==> src/rtl/uart_pkg.sv <==
// Shared definitions for the oversampled UART blocks: FSM states, defaults,
// the line idle level and the oversample-tick divider calculation.
package uart_pkg;

    typedef enum logic [2:0] {
        IDLE,
        START,
        DATA,
        STOP,
        BREAK_WAIT
    } state_t;

    localparam int   DATA_BITS_DEF = 8;
    localparam logic LINE_IDLE     = 1'b1;

    // Clocks per oversample tick; never below one so the divider always advances.
    function automatic int calc_div(input int clk_freq, input int baud, input int oversample);
        int d;
        d = clk_freq / (baud * oversample);
        return (d < 1) ? 1 : d;
    endfunction

endpackage

==> src/rtl/uart_os_tick_gen.sv <==
// Oversample tick divider: one-cycle tick every DIV clocks, restartable by clr
// so the sampling phase can be aligned to an incoming edge.
module uart_os_tick_gen #(
    parameter int DIV = 1
) (
    input  logic clk,
    input  logic rst,
    input  logic clr,
    output logic tick
);

    localparam int            CW   = (DIV > 1) ? $clog2(DIV) : 1;
    localparam logic [CW-1:0] LAST = CW'(DIV - 1);

    logic [CW-1:0] cnt;

    always_ff @(posedge clk) begin
        if (rst || clr) begin
            cnt <= '0;
        end else if (cnt == LAST) begin
            cnt <= '0;
        end else begin
            cnt <= cnt + 1'b1;
        end
    end

    assign tick = (cnt == LAST);

endmodule

==> src/rtl/uart_rx_os.sv <==
// 16x-oversampling 8N1 UART receiver with start/stop validation, break
// handling and a one-entry valid/ready holding register.
module uart_rx_os
    import uart_pkg::*;
#(
    parameter int CLK_FREQ   = 100_000_000,
    parameter int BAUD       = 9600,
    parameter int OVERSAMPLE = 16,
    parameter int DATA_BITS  = DATA_BITS_DEF
) (
    input  logic                 clk,
    input  logic                 rst,
    input  logic                 rx_in,
    input  logic                 rx_en,
    input  logic                 data_ready,
    output logic [DATA_BITS-1:0] data_out,
    output logic                 data_valid,
    output logic                 frame_err,
    output logic                 overrun,
    output logic                 busy
);

    localparam int DIV = calc_div(CLK_FREQ, BAUD, OVERSAMPLE);
    localparam int TW  = $clog2(OVERSAMPLE);
    localparam int BW  = (DATA_BITS > 1) ? $clog2(DATA_BITS) : 1;

    localparam logic [TW-1:0] MID_T  = TW'(OVERSAMPLE / 2 - 1);
    localparam logic [TW-1:0] LAST_T = TW'(OVERSAMPLE - 1);
    localparam logic [BW-1:0] LAST_B = BW'(DATA_BITS - 1);

    logic                 sync1;
    logic                 rx_s;
    logic                 tick;
    logic                 start_det;
    state_t               state;
    logic [TW-1:0]        tick_cnt;
    logic [BW-1:0]        bit_idx;
    logic [DATA_BITS-1:0] shift;
    logic                 stop_done;
    logic                 stop_good;

    // NOTE: synchronizer resets to the idle level so leaving reset never looks like a start bit.
    always_ff @(posedge clk) begin
        if (rst) begin
            sync1 <= LINE_IDLE;
            rx_s  <= LINE_IDLE;
        end else begin
            sync1 <= rx_in;
            rx_s  <= sync1;
        end
    end

    assign start_det = (state == IDLE) && rx_en && (rx_s != LINE_IDLE);

    uart_os_tick_gen #(.DIV(DIV)) u_tick_gen (
        .clk  (clk),
        .rst  (rst),
        .clr  (start_det),
        .tick (tick)
    );

    always_ff @(posedge clk) begin
        if (rst) begin
            state     <= IDLE;
            tick_cnt  <= '0;
            bit_idx   <= '0;
            shift     <= '0;
            stop_done <= 1'b0;
            stop_good <= 1'b0;
        end else begin
            stop_done <= 1'b0;
            // Disabling the receiver abandons any frame in flight without flags.
            if (state != IDLE && !rx_en) begin
                state <= IDLE;
            end else begin
                case (state)
                    IDLE: begin
                        if (start_det) begin
                            state    <= START;
                            tick_cnt <= '0;
                        end
                    end
                    START: begin
                        if (tick) begin
                            if (tick_cnt == MID_T) begin
                                tick_cnt <= '0;
                                bit_idx  <= '0;
                                state    <= (rx_s == LINE_IDLE) ? IDLE : DATA;
                            end else begin
                                tick_cnt <= tick_cnt + 1'b1;
                            end
                        end
                    end
                    DATA: begin
                        if (tick) begin
                            if (tick_cnt == LAST_T) begin
                                tick_cnt       <= '0;
                                shift[bit_idx] <= rx_s;
                                if (bit_idx == LAST_B) begin
                                    state <= STOP;
                                end else begin
                                    bit_idx <= bit_idx + 1'b1;
                                end
                            end else begin
                                tick_cnt <= tick_cnt + 1'b1;
                            end
                        end
                    end
                    STOP: begin
                        if (tick) begin
                            if (tick_cnt == LAST_T) begin
                                tick_cnt  <= '0;
                                stop_done <= 1'b1;
                                stop_good <= rx_s;
                                state     <= (rx_s == LINE_IDLE) ? IDLE : BREAK_WAIT;
                            end else begin
                                tick_cnt <= tick_cnt + 1'b1;
                            end
                        end
                    end
                    BREAK_WAIT: begin
                        // A held-low line must return high before a new start is armed.
                        if (rx_s == LINE_IDLE) begin
                            state <= IDLE;
                        end
                    end
                    default: state <= IDLE;
                endcase
            end
        end
    end

    // Holding register: a finished frame loads only if the slot is empty or draining now.
    always_ff @(posedge clk) begin
        if (rst) begin
            data_out   <= '0;
            data_valid <= 1'b0;
            frame_err  <= 1'b0;
            overrun    <= 1'b0;
        end else begin
            frame_err <= stop_done && !stop_good;
            overrun   <= 1'b0;
            if (stop_done && stop_good) begin
                if (!data_valid || data_ready) begin
                    data_out   <= shift;
                    data_valid <= 1'b1;
                end else begin
                    overrun <= 1'b1;
                end
            end else if (data_valid && data_ready) begin
                data_valid <= 1'b0;
            end
        end
    end

    assign busy = (state != IDLE);

endmodule

==> config.mk <==
export PLATFORM = sky130hd
export DESIGN_NAME = uart_rx_os
export DESIGN_NICKNAME = d
export VERILOG_FILES = /design/src/rtl/uart_pkg.sv /design/src/rtl/uart_os_tick_gen.sv /design/src/rtl/uart_rx_os.sv
export SDC_FILE = /design/constraint.sdc
export NUM_CORES = 1
export LEC_CHECK = 0
export ABC_CLOCK_PERIOD_IN_PS = 2200
export CORE_MARGIN = 4
export CORE_UTILIZATION = 55
export CTS_CLUSTER_DIAMETER = 80
export DETAILED_ROUTE_END_ITERATION = 8
export PLACE_DENSITY = 0.82
export SYNTH_ARGS = -nofsm -noshare
export SYNTH_HDL_FRONTEND = slang
export SYNTH_SLANG_ARGS = --single-unit
export TNS_END_PERCENT = 1
==> constraint.sdc <==
create_clock -name clk -period 2.2 [get_ports clk]
set_clock_uncertainty 0.05 [all_clocks]
set_input_delay 0.55 -clock clk [delete_from_list [all_inputs] [get_ports clk]]
set_output_delay 0.55 -clock clk [all_outputs]
set_load 0.01 [all_outputs]
==> run summary <==
The Yosys step of the flow raised 0 warnings. Startpoint type of the worst setup path: an input pin. The clock passes through at most 2 buffers. The total routing usage reported by global routing was 0.1780; the cell count after synthesis was 225. Setup repair after global routing left no endpoint under its margin. Summed over all cells, the static leakage comes to 0.8998 nW.

The number of enable flip-flop cells after synthesis is 0, and the average via count per standard cell is 5.342. The critical path ends at bit_idx[0]. The row count is 21, and the synthesized area per cell is 9.009 um^2. The cell area that synthesis handed to floorplanning was 0.002027 mm^2.

The number of antenna repair diodes came out at 0. The tools report the floorplan die area as 0.004720 mm^2. After clock tree synthesis, the clock-pin slew on the worst setup and hold paths is 70 ps.

The maximum number of pins on one net before global-route repair is 35. The post-route clock period utilization is 0.9217. The cell class contributing the biggest share of worst-path delay is simple AND/OR/NAND/NOR gates. In this run the horizontal extent of the chip is 68.71 um. Worst slew margin relative to its limit: 0.7083. The share of flip-flops with an asynchronous set or reset was 0; the setup violation total in the final timing report was 0.

The tools report the fraction of the yosys area taken by sequential cells as 0.4247. Critical path class: input pin to register. TritonCTS built the clock tree. The first global-routing pass estimated 6.216 mm of wire. The worst min-delay path class was register to register.

The number of different library cells used by synthesis comes to 41. The residual overflow from global routing was 0; the number of synthesized register bits was 43. The tools report the end of the worst register-to-register path as bit_idx[0]. After the first detailed-routing iteration, the DRC count stood at 85. Along the worst path, the maximum fanout reaches 5. The total number of clock tree sinks is 43. Number of remaining DRC errors: 0. STA classifies the critical path endpoint as a register. The share of the core filled with cells in the final layout is 0.6830, and the starting density of the core is 0.5889.

The number of antenna violations at the first check in global routing was 0; the timing-limited maximum frequency was 0.4932 GHz. The instance count on the critical path was 6; the logic depth of the worst register-to-register path was 5. Max-cap violations in this run came to 0.

Data on the critical path is required at its endpoint by 2370 ps. In this design, the stage delay of the slowest critical-path cell is 530 ps. CTS built an H-tree with a depth of 2.

Tracing the worst setup path back leads to its startpoint at rx_en. The total routed wirelength came out at 3.668 mm. The worst IR drop on VDD was 0.0003427 V. The tools report the number of max-slew violations in the final report as 0. The tools report the root cell of the clock tree as sky130_fd_sc_hd__clkbuf_8. Walking the worst path, the cells encountered are clkdlybuf4s50_1, nand2b_2, nor3_1, nand2_2, or4_1, a31oi_1. Top-level port count: 17. The placed instances occupy a cell area of 0.002265 mm^2. Fraction of layout cells with a size suffix above 1: 0.1285. Before CTS, the worst setup slack after placement is -121.9 ps. On the critical path, the stage with the largest delay is an instance of sky130_fd_sc_hd__clkdlybuf4s50_1. Among all flip-flop cells after synthesis, the most frequent one is sky130_fd_sc_hd__dfxtp_1. For this design the ratio of total power to cell area is 562.5 mW/mm^2. Post-placement cell count: 287. The HPWL after detailed placement is 2.704 mm.

Across all setup checks in the final design, the least slack found is 172.2 ps. Fill cells in the final layout number 275. The floorplan step set the die height to 68.71 um. For the global placement routability congestion, the log shows 0.7897. Final standard cell area without fillers: 0.002351 mm^2. Setup slack of the most critical reg-to-reg path: 190 ps. The detail route stage leaves a number of antenna-violating nets equal to 0. The logs give 0 for the number of failing hold endpoints at the final stage and 2200 ps for the signal arrival time at the worst endpoint. The run finished with clean final reports. The design draws 1.322 mW. At the pin with the least slew margin, the transition time is 434.7 ps. At the later pin of the worst-skew pair, clock insertion delay measures 290 ps. The number of nets in the synthesized netlist is 235. The number of port buffers is 16, and the count of TritonRoute iterations in the first routing pass is 4. The count of buffering cells on the critical path with inverters included works out to 1. The worst register-to-register path begins at u_tick_gen.cnt[5]. The number of nets in the final layout is 258, and the area of the core is 0.003442 mm^2. Clock tree synthesis inserted a total of 5 buffers. The area overhead of the layout relative to synthesis is 15.99%, and the average wire per standard cell is 12.43 um. Shortest period the worst path allows: 2028 ps.

After the flow finishes, the layout carries non-filler instances totaling 295. The run gives 1436 as the via count of the first global-routing pass. The routed via count was 1576.
## synthesized netlist by cell type (4+ instances only)
library cell / number / area share
sky130_fd_sc_hd__xnor2_1: 7 / 0.030
sky130_fd_sc_hd__nand2_1: 11 / 0.020
sky130_fd_sc_hd__nand2b_1: 5 / 0.015
sky130_fd_sc_hd__nor4_1: 4 / 0.012
sky130_fd_sc_hd__ha_1: 5 / 0.031
sky130_fd_sc_hd__nand3b_1: 6 / 0.022
sky130_fd_sc_hd__nand3_1: 10 / 0.025
sky130_fd_sc_hd__dfxtp_1: 43 / 0.42
sky130_fd_sc_hd__clkbuf_1: 7 / 0.013
sky130_fd_sc_hd__nor3_1: 6 / 0.015
sky130_fd_sc_hd__nor2_1: 40 / 0.074
sky130_fd_sc_hd__a21oi_1: 8 / 0.020
sky130_fd_sc_hd__inv_1: 5 / 0.0093
sky130_fd_sc_hd__mux2i_1: 20 / 0.099
sky130_fd_sc_hd__o21ai_0: 5 / 0.012
## worst min-delay path by stage
| stage | startpoint | end | cells after the start |
|---|---|---|---|
| floorplan | sync1 | rx_s | 1 |
| global placement | sync1 | rx_s | 1 |
| detailed placement | sync1 | rx_s | 1 |
| CTS | sync1 | rx_s | 1 |
| global route | sync1 | rx_s | 1 |
| finish | sync1 | rx_s | 1 |
## power breakdown
| group | switching (mW) | leakage (nW) | internal [mW] | total, mW |
|---|---|---|---|---|
| Combinational | 0.0290 | 0.511 | 0.0256 | 0.0545 |
| Clock | 0.255 | 0.0412 | 0.222 | 0.477 |
| Sequential | 0.00689 | 0.348 | 0.784 | 0.791 |
| Total | 0.291 | 0.900 | 1.03 | 1.32 |
## stage by stage
| step | hold slack, ps | TNS (ps) |
|---|---|---|
| after floorplan | 339.5 | 0 |
| after global placement | 347.0 | -390.1 |
| after detailed placement | 348.1 | -1046 |
| after CTS | 366.5 | 0 |
| after global routing | 387.9 | 0 |
| final | 365.1 | 0 |
## metal layers
| layer | GRT usage | share of wire | up-vias |
|---|---|---|---|
| met4 | 0.06813 | 0.020 | 0 |
| met3 | 0.06321 | 0.039 | 6 |
| li1 | - | - | 822 |
| met5 | 0 | 0 | - |
| met1 | 0.2166 | 0.46 | 728 |
| met2 | 0.2872 | 0.48 | 20 |
## final cells by class
cell class / count / area (um^2) / share of cell area
multi-input cells: 165 / 1077 / 0.4582
flip-flops and latches: 43 / 862.1 / 0.3667
repair buffers: 28 / 250.2 / 0.1064
clock buffers: 6 / 72.57 / 0.03087
well taps: 46 / 57.56 / 0.02448
inverters: 5 / 18.77 / 0.007983
clock inverters: 2 / 12.51 / 0.005322
## flip-flops by register name (all words and copies together) (netlist names)
register,flops
overrun,1
shift,8
sync1,1
bit_idx,3
data_valid,1
u_tick_gen.cnt,10
stop_done,1
stop_good,1
data_out,8
state,3
frame_err,1
rx_s,1
tick_cnt,4
## cell families after synthesis
family / count (synthesis) / share of synthesized area
buffers and inverters: 17 / 0.04383
adder cells (fa/ha/maj): 5 / 0.03086
AND/OR/NAND/NOR: 109 / 0.2938
AO/OA/AOI/OAI: 20 / 0.05926
flip-flops: 43 / 0.4247
multiplexers: 21 / 0.1043
XOR/XNOR: 10 / 0.04321
## placed cells by master, fill, tap and decap left out, drive strengths merged, types with 6 or more instances in the layout
cell	netlist	final
nand3b	6	6
clkbuf	7	6
nand3	10	10
clkdlybuf4s50	0	16
buf	5	12
nor3	7	7
xnor2	7	7
a21oi	8	8
nand2	12	12
mux2i	20	20
nor2	40	40
nand2b	6	6
dfxtp	43	43
## what timing repair did
| item | in CTS | in global routing |
|---|---|---|
| resized for setup | 0 | 1 |
| hold buffers | 0 | 0 |
| setup buffers | 0 | 0 |
| setup endpoints to repair | 0 | 1 |
(Power assumes the default switching activity.)
